[config.mk]
export PLATFORM = sky130hd
export DESIGN_NAME = ysyx_23060061_axil_master_flat
export DESIGN_NICKNAME = d
export VERILOG_FILES = /design/src/rtl/ysyx_23060061_axil_master_if.sv /design/src/rtl/ysyx_23060061_axil_master.sv /design/src/flat_wrapper.sv
export SDC_FILE = /design/constraint.sdc
export NUM_CORES = 1
export LEC_CHECK = 0
export BUFFER_PORTS_ARGS = -buffer_cell sky130_fd_sc_hd__buf_2
export CORE_AREA = 2 2 127 129
export DETAILED_ROUTE_END_ITERATION = 10
export DIE_AREA = 0 0 129 131
export PLACE_DENSITY_LB_ADDON = 0.05
export SETUP_SLACK_MARGIN = 0.15
export SYNTH_ARGS = -nofsm -noshare
export SYNTH_HDL_FRONTEND = slang
export SYNTH_SLANG_ARGS = --single-unit
[constraint.sdc]
create_clock -name clk -period 4.2 [get_ports clk]
set_input_delay 1.05 -clock clk [delete_from_list [all_inputs] [get_ports clk]]
set_output_delay 1.05 -clock clk [all_outputs]
set_load 0.05 [all_outputs]
[src/rtl/ysyx_23060061_axil_master_if.sv]
// Signal bundle for the AXI-Lite master: core request/response port plus
// the AR/R/AW/W/B channels toward the SRAM responder.
interface ysyx_23060061_axil_master_if;
    // core request / response side
    logic        req_valid;
    logic        req_ready;
    logic        req_wen;
    logic [31:0] req_addr;
    logic [31:0] req_wdata;
    logic [3:0]  req_wstrb;
    logic        resp_valid;
    logic [31:0] resp_rdata;
    logic        resp_err;
    // AXI-Lite read channels
    logic [31:0] araddr;
    logic        arvalid;
    logic        arready;
    logic [31:0] rdata;
    logic [1:0]  rresp;
    logic        rvalid;
    logic        rready;
    // AXI-Lite write channels
    logic [31:0] awaddr;
    logic        awvalid;
    logic        awready;
    logic [31:0] wdata;
    logic [3:0]  wstrb;
    logic        wvalid;
    logic        wready;
    logic [1:0]  bresp;
    logic        bvalid;
    logic        bready;

    // the bridge itself
    modport master (
        input  req_valid, req_wen, req_addr, req_wdata, req_wstrb,
        output req_ready, resp_valid, resp_rdata, resp_err,
        output araddr, arvalid, rready,
        input  arready, rdata, rresp, rvalid,
        output awaddr, awvalid, wdata, wstrb, wvalid, bready,
        input  awready, wready, bresp, bvalid
    );

    // the surroundings: core plus bus responder
    modport slave (
        output req_valid, req_wen, req_addr, req_wdata, req_wstrb,
        input  req_ready, resp_valid, resp_rdata, resp_err,
        input  araddr, arvalid, rready,
        output arready, rdata, rresp, rvalid,
        input  awaddr, awvalid, wdata, wstrb, wvalid, bready,
        output awready, wready, bresp, bvalid
    );
endinterface

[src/rtl/ysyx_23060061_axil_master.sv]
// AXI-Lite initiator: turns one core request at a time into an AR/R or
// AW/W/B exchange and answers the core with a single-cycle response pulse.
// Every bus and response output comes straight from a flop.
module ysyx_23060061_axil_master #(
    parameter logic [31:0] ADDR_LO = 32'h8000_0000,
    parameter logic [31:0] ADDR_HI = 32'h87ff_ffff
) (
    input  logic clk,
    input  logic rst,
    ysyx_23060061_axil_master_if.master bus
);

    typedef enum logic [2:0] {
        IDLE,
        RD_ADDR,
        RD_DATA,
        WR_REQ,
        WR_RESP,
        RESP
    } state_t;

    state_t      state_q, state_d;
    logic        arvalid_q, arvalid_d;
    logic [31:0] araddr_q, araddr_d;
    logic        rready_q, rready_d;
    logic        awvalid_q, awvalid_d;
    logic [31:0] awaddr_q, awaddr_d;
    logic        wvalid_q, wvalid_d;
    logic [31:0] wdata_q, wdata_d;
    logic [3:0]  wstrb_q, wstrb_d;
    logic        bready_q, bready_d;
    logic        resp_valid_q, resp_valid_d;
    logic [31:0] resp_rdata_q, resp_rdata_d;
    logic        resp_err_q, resp_err_d;

    logic        addr_ok;
    logic        aw_done;
    logic        w_done;

    assign addr_ok = (bus.req_addr >= ADDR_LO) && (bus.req_addr <= ADDR_HI);

    // Next-state and registered-output logic; AW and W retire independently
    always_comb begin
        state_d      = state_q;
        arvalid_d    = arvalid_q;
        araddr_d     = araddr_q;
        rready_d     = rready_q;
        awvalid_d    = awvalid_q;
        awaddr_d     = awaddr_q;
        wvalid_d     = wvalid_q;
        wdata_d      = wdata_q;
        wstrb_d      = wstrb_q;
        bready_d     = bready_q;
        resp_valid_d = 1'b0;
        resp_rdata_d = resp_rdata_q;
        resp_err_d   = resp_err_q;
        aw_done      = !awvalid_q || bus.awready;
        w_done       = !wvalid_q || bus.wready;

        case (state_q)
            IDLE: begin
                if (bus.req_valid) begin
                    if (!addr_ok) begin
                        resp_valid_d = 1'b1;
                        resp_err_d   = 1'b1;
                        resp_rdata_d = 32'h0;
                        state_d      = RESP;
                    end else if (bus.req_wen) begin
                        awvalid_d = 1'b1;
                        wvalid_d  = 1'b1;
                        awaddr_d  = bus.req_addr;
                        wdata_d   = bus.req_wdata;
                        wstrb_d   = bus.req_wstrb;
                        state_d   = WR_REQ;
                    end else begin
                        arvalid_d = 1'b1;
                        araddr_d  = bus.req_addr;
                        state_d   = RD_ADDR;
                    end
                end
            end
            RD_ADDR: begin
                if (arvalid_q && bus.arready) begin
                    arvalid_d = 1'b0;
                    rready_d  = 1'b1;
                    state_d   = RD_DATA;
                end
            end
            RD_DATA: begin
                if (rready_q && bus.rvalid) begin
                    resp_rdata_d = bus.rdata;
                    resp_err_d   = (bus.rresp != 2'b00);
                    rready_d     = 1'b0;
                    resp_valid_d = 1'b1;
                    state_d      = RESP;
                end
            end
            WR_REQ: begin
                if (awvalid_q && bus.awready) begin
                    awvalid_d = 1'b0;
                end
                if (wvalid_q && bus.wready) begin
                    wvalid_d = 1'b0;
                end
                if (aw_done && w_done) begin
                    bready_d = 1'b1;
                    state_d  = WR_RESP;
                end
            end
            WR_RESP: begin
                if (bready_q && bus.bvalid) begin
                    resp_err_d   = (bus.bresp != 2'b00);
                    resp_rdata_d = 32'h0;
                    bready_d     = 1'b0;
                    resp_valid_d = 1'b1;
                    state_d      = RESP;
                end
            end
            RESP: begin
                state_d = IDLE;
            end
            default: begin
                state_d = IDLE;
            end
        endcase
    end

    // State and output registers; reset abandons any transaction in flight
    always_ff @(posedge clk) begin
        if (rst) begin
            state_q      <= IDLE;
            arvalid_q    <= 1'b0;
            araddr_q     <= 32'h0;
            rready_q     <= 1'b0;
            awvalid_q    <= 1'b0;
            awaddr_q     <= 32'h0;
            wvalid_q     <= 1'b0;
            wdata_q      <= 32'h0;
            wstrb_q      <= 4'h0;
            bready_q     <= 1'b0;
            resp_valid_q <= 1'b0;
            resp_rdata_q <= 32'h0;
            resp_err_q   <= 1'b0;
        end else begin
            state_q      <= state_d;
            arvalid_q    <= arvalid_d;
            araddr_q     <= araddr_d;
            rready_q     <= rready_d;
            awvalid_q    <= awvalid_d;
            awaddr_q     <= awaddr_d;
            wvalid_q     <= wvalid_d;
            wdata_q      <= wdata_d;
            wstrb_q      <= wstrb_d;
            bready_q     <= bready_d;
            resp_valid_q <= resp_valid_d;
            resp_rdata_q <= resp_rdata_d;
            resp_err_q   <= resp_err_d;
        end
    end

    assign bus.req_ready  = (state_q == IDLE);
    assign bus.resp_valid = resp_valid_q;
    assign bus.resp_rdata = resp_rdata_q;
    assign bus.resp_err   = resp_err_q;
    assign bus.araddr     = araddr_q;
    assign bus.arvalid    = arvalid_q;
    assign bus.rready     = rready_q;
    assign bus.awaddr     = awaddr_q;
    assign bus.awvalid    = awvalid_q;
    assign bus.wdata      = wdata_q;
    assign bus.wstrb      = wstrb_q;
    assign bus.wvalid     = wvalid_q;
    assign bus.bready     = bready_q;

endmodule

[src/flat_wrapper.sv]
// flat-port wrapper written by rule: the top's interface ports become plain ports
module ysyx_23060061_axil_master_flat 
#(
    parameter logic [31:0] ADDR_LO = 32'h8000_0000,
    parameter logic [31:0] ADDR_HI = 32'h87ff_ffff
)
  (clk, rst, bus_req_valid, bus_req_wen, bus_req_addr, bus_req_wdata, bus_req_wstrb, bus_req_ready, bus_resp_valid, bus_resp_rdata, bus_resp_err, bus_araddr, bus_arvalid, bus_rready, bus_arready, bus_rdata, bus_rresp, bus_rvalid, bus_awaddr, bus_awvalid, bus_wdata, bus_wstrb, bus_wvalid, bus_bready, bus_awready, bus_wready, bus_bresp, bus_bvalid);
  ysyx_23060061_axil_master_if bus_i ();
  input  logic clk;
  input  logic rst;
  input wire logic [$bits(bus_i.req_valid)-1:0] bus_req_valid;
  input wire logic [$bits(bus_i.req_wen)-1:0] bus_req_wen;
  input wire logic [$bits(bus_i.req_addr)-1:0] bus_req_addr;
  input wire logic [$bits(bus_i.req_wdata)-1:0] bus_req_wdata;
  input wire logic [$bits(bus_i.req_wstrb)-1:0] bus_req_wstrb;
  output wire logic [$bits(bus_i.req_ready)-1:0] bus_req_ready;
  output wire logic [$bits(bus_i.resp_valid)-1:0] bus_resp_valid;
  output wire logic [$bits(bus_i.resp_rdata)-1:0] bus_resp_rdata;
  output wire logic [$bits(bus_i.resp_err)-1:0] bus_resp_err;
  output wire logic [$bits(bus_i.araddr)-1:0] bus_araddr;
  output wire logic [$bits(bus_i.arvalid)-1:0] bus_arvalid;
  output wire logic [$bits(bus_i.rready)-1:0] bus_rready;
  input wire logic [$bits(bus_i.arready)-1:0] bus_arready;
  input wire logic [$bits(bus_i.rdata)-1:0] bus_rdata;
  input wire logic [$bits(bus_i.rresp)-1:0] bus_rresp;
  input wire logic [$bits(bus_i.rvalid)-1:0] bus_rvalid;
  output wire logic [$bits(bus_i.awaddr)-1:0] bus_awaddr;
  output wire logic [$bits(bus_i.awvalid)-1:0] bus_awvalid;
  output wire logic [$bits(bus_i.wdata)-1:0] bus_wdata;
  output wire logic [$bits(bus_i.wstrb)-1:0] bus_wstrb;
  output wire logic [$bits(bus_i.wvalid)-1:0] bus_wvalid;
  output wire logic [$bits(bus_i.bready)-1:0] bus_bready;
  input wire logic [$bits(bus_i.awready)-1:0] bus_awready;
  input wire logic [$bits(bus_i.wready)-1:0] bus_wready;
  input wire logic [$bits(bus_i.bresp)-1:0] bus_bresp;
  input wire logic [$bits(bus_i.bvalid)-1:0] bus_bvalid;
  assign bus_i.req_valid = bus_req_valid;
  assign bus_i.req_wen = bus_req_wen;
  assign bus_i.req_addr = bus_req_addr;
  assign bus_i.req_wdata = bus_req_wdata;
  assign bus_i.req_wstrb = bus_req_wstrb;
  assign bus_req_ready = bus_i.req_ready;
  assign bus_resp_valid = bus_i.resp_valid;
  assign bus_resp_rdata = bus_i.resp_rdata;
  assign bus_resp_err = bus_i.resp_err;
  assign bus_araddr = bus_i.araddr;
  assign bus_arvalid = bus_i.arvalid;
  assign bus_rready = bus_i.rready;
  assign bus_i.arready = bus_arready;
  assign bus_i.rdata = bus_rdata;
  assign bus_i.rresp = bus_rresp;
  assign bus_i.rvalid = bus_rvalid;
  assign bus_awaddr = bus_i.awaddr;
  assign bus_awvalid = bus_i.awvalid;
  assign bus_wdata = bus_i.wdata;
  assign bus_wstrb = bus_i.wstrb;
  assign bus_wvalid = bus_i.wvalid;
  assign bus_bready = bus_i.bready;
  assign bus_i.awready = bus_awready;
  assign bus_i.wready = bus_wready;
  assign bus_i.bresp = bus_bresp;
  assign bus_i.bvalid = bus_bvalid;
  ysyx_23060061_axil_master #(.ADDR_LO(ADDR_LO), .ADDR_HI(ADDR_HI)) u_core (.clk(clk), .rst(rst), .bus(bus_i));
endmodule
==> flow_summary_export.csv <==
group,metric,value,unit
placed_design,pre_cts_ws,1.18,ns
grt,use_met3,6.64,%
sta,rsz0062_at_grt,"false",
sta,finalMaxSlewViolations,0,
logic_synthesis,synth_most_common_cell,"nand2_1",
layout,drive_gt1_share,33.6,%
logic_synthesis,seq_area_frac_synth,53.3,%
power,peakVddDrop,0.000259,V
die,die_h,131,um
critical_path,cp.arrival,2.92,ns
logic_synthesis,synth-edff-count,0,
critical_path,crit_fanout,16,
grt,use_met1,21.9,%
logic_synthesis,avgSynthCellArea,8.44,um^2
route,drtAntennaViolNets,0,
logic_synthesis,netlist_instances,632,
sta,maxSlewHeadroom,39.0,%
clock_network,cts.clk_slew.worst_paths,0.06,ns
critical_path,path_cells,"buf_2 > nor3_2 > a311oi_1 > o21ai_4 > buf_4 > mux2i_1",
critical_path,critical_path_depth,6,
placed_design,place_area,0.00671,mm^2
logic_synthesis,synthArstFlopShare,0,%
logic_synthesis,synth_area,0.00533,mm^2
layout,fin_util,47.0,%
power,p_seq_share,40.0,%
die,dieWidth,129,um
logic_synthesis,syn_nets,745,
critical_path,reg2regPathDepth,5,
sta,finalCriticalPeriod,2.59,ns
power,fin_total_pwr,3.60,mW
logic_synthesis,synth_seq_cells,142,
outcome,status,"completed",
clock_network,cts_root_buffer,"clkbuf_16",
grt,grt_max_degree,99,
hold_path,hp-start,"u_core.bus.wdata[9]",
placed_design,port_buffers,252,
layout,fill_cells,1578,
placed_design,dp_hpwl,10600,um
sta,finalCritPeriodShare,61.6,%
layout,num_antenna_cells,0,
layout,fin_nets,976,
route,vias_per_cell,4.61,
critical_path,cp_top_family,"compound AO/OA/AOI/OAI gates",
clock_network,clk_latency,0.42,ns
die,die_area,0.0169,mm^2
die,core_area,0.0156,mm^2
critical_path,cp_num_buf_inv,2,
grt,grt_pass1_wl,23400,um
clock_network,holdBufCountCts,0,
logic_synthesis,ys_warn_count,0,
hold_path,hp-class,"flip-flop to flip-flop",
die,io_pins,253,
route,drt-pass1-iter-count,4,
clock_network,cts.sinks,142,
grt,first_global_vias,4694,
route,vias,5030,
critical_path,crit_start,"bus_req_addr[27]",
power,p_per_area,491,mW/mm^2
hold_path,hold_depth,2,
critical_path,start_kind,"input port",
power,p_sw,0.971,mW
grt,use_met2,28.4,%
logic_synthesis,ys.flop_type,"dfxtp_1",
placed_design,routabilityCongestion,0.776,
sta,fin_skew,0.00935,ns
clock_network,post-cts-setup-buffer-count,0,
route,route.detailed.drc,0,
grt,track_usage,17.8,%
power,comb_power_share,15.9,%
route,drtIter0Drc,292,
power,switching_share,27.0,%
logic_synthesis,synth_area_leader_cell,"dfxtp_1",
layout,post-route-cell-area,0.00733,mm^2
die,start_util,34.2,%
sta,setup_tns,0,ns
critical_path,crit_path_top_delay_cell,"o21ai_4",
critical_path,max_stage_delay,0.56,ns
clock_network,cts_tree,"yes",
critical_path,cp_data_required_time,4.53,ns
grt,grt-busiest-layer,"met2",
grt,grt_overflow,0,
layout,area_delta_synth_final,37.4,%
clock_network,htreeDepth,4,
power,power_frac_clock,44.1,%
route,wirelength,15300,um
sta,setup_viol,0,
sta,worst_slack,1.61,ns
clock_network,cts-buffers-inserted,17,
grt,antenna_found_initial,0,
sta,finalHoldViolCount,0,
logic_synthesis,synth_cell_type_count,35,
clock_network,cts_resized,0,
run,maxCapViolations,0,
logic_synthesis,synth_commonest_cells,"nand2_1, dfxtp_1, a21oi_1",
clock_network,clockBufferDepth,2,
logic_synthesis,yosysTopAreaCellShare,53.3,%
route,routedWlPerCell,14.0,um
power,power.internal,2.63,mW
critical_path,reg2reg_from,"u_core.state_q[0]",
sta,clock.fmax,387,MHz
critical_path,path_class,"input port to flip-flop",
critical_path,end_kind,"flip-flop",
die,row_count,46,
power,leakage,3.30,nW
logic_synthesis,synthTopCellsByArea,"dfxtp_1, nand2_1, a21oi_1, mux2i_1, nand2b_1",
sta,tightest_slew,0.915,ns
[registers in the layout, summed over array words and instances, names as in the netlist, 3 cells and up]
| register | cells |
|---|---|
| u_core.bus.araddr | 32 |
| u_core.bus.awaddr | 32 |
| u_core.bus.resp_rdata | 32 |
| u_core.bus.wdata | 32 |
| u_core.bus.wstrb | 4 |
| u_core.state_q | 3 |
[stage by stage]
stage / hold WS [ns] / std cells
global route: 0.466 / 1091
global placement: 0.435 / 1060
detailed placement: 0.440 / 1060
CTS: 0.448 / 1091
finish: 0.444 / 1091
floorplan: 0.642 / 632
[worst register-to-register path, delay by kind of cell (launching register included)]
family,cells,cell delay (ns)
compound gates,1,0.16
buf+inv,1,0.30
flops,1,0.50
simple gates,3,1.21
[per-layer routing]
metal | up-vias | wire length (um)
li1 | 2523 | -
met1 | 2301 | 6560
met2 | 186 | 7150
met3 | 20 | 1320
met4 | 0 | 218
met5 | - | 0
[cells in the final DEF, fill, tap and decap left out, types with 2 or more instances in the layout]
| cell type | n |
|---|---|
| nor2b_1 | 2 |
| nor2_1 | 12 |
| mux2i_1 | 34 |
| clkbuf_1 | 2 |
| clkinv_2 | 2 |
| inv_1 | 5 |
| bufinv_16 | 4 |
| clkbuf_8 | 2 |
| buf_2 | 251 |
| nor3_1 | 2 |
| o21ai_0 | 4 |
| dfxtp_1 | 142 |
| buf_4 | 8 |
| nand3_1 | 5 |
| nor3_2 | 2 |
| clkbuf_16 | 17 |
| clkinv_4 | 2 |
| a21oi_1 | 95 |
| nand2_1 | 215 |
| nor3b_1 | 8 |
| clkinvlp_4 | 2 |
| a31oi_1 | 2 |
| a311oi_1 | 2 |
| nand2b_1 | 38 |
| a41oi_1 | 2 |
[cells by family (layout without fill, tap and decap cells)]
group	count (synthesis)	after routing	share of synthesized area (%)
mux	34	34	6.38
buf+inv	53	296	4.97
flops	142	142	53.3
simple gates	292	292	24.3
compound gates	111	111	11.1
[cell type report]
type / count / area (um^2) / share of cell area, %
Clock buffer: 21 / 460 / 6.28
Tap cell: 216 / 270 / 3.69
Clock inverter: 10 / 163 / 2.22
Timing Repair Buffer: 260 / 1340 / 18.2
Multi-Input combinational cell: 437 / 2240 / 30.6
Sequential cell: 142 / 2840 / 38.8
Inverter: 5 / 18.8 / 0.256
[worst paths after layout]
kind	slack (ns)	to
worst min register to register	0.44	u_core.bus.wdata[9]
worst max register to register	1.96	u_core.bus.awaddr[10]
worst max-delay path	1.61	u_core.bus.resp_rdata[31]
worst min-delay path	0.44	u_core.bus.wdata[9]
[power by group through the flow]
stage	Combinational [mW]	Clock [mW]	Sequential, mW
6_report	0.571	1.59	1.44
3_5_place_dp	0.575	0	1.47
5_1_grt	0.622	1.68	1.45
4_1_cts	0.577	1.62	1.44
3_3_place_gp	0.570	0	1.47
2_1_floorplan	0.405	0	1.51
No activity file was read; power rests on OpenSTA's default activity.
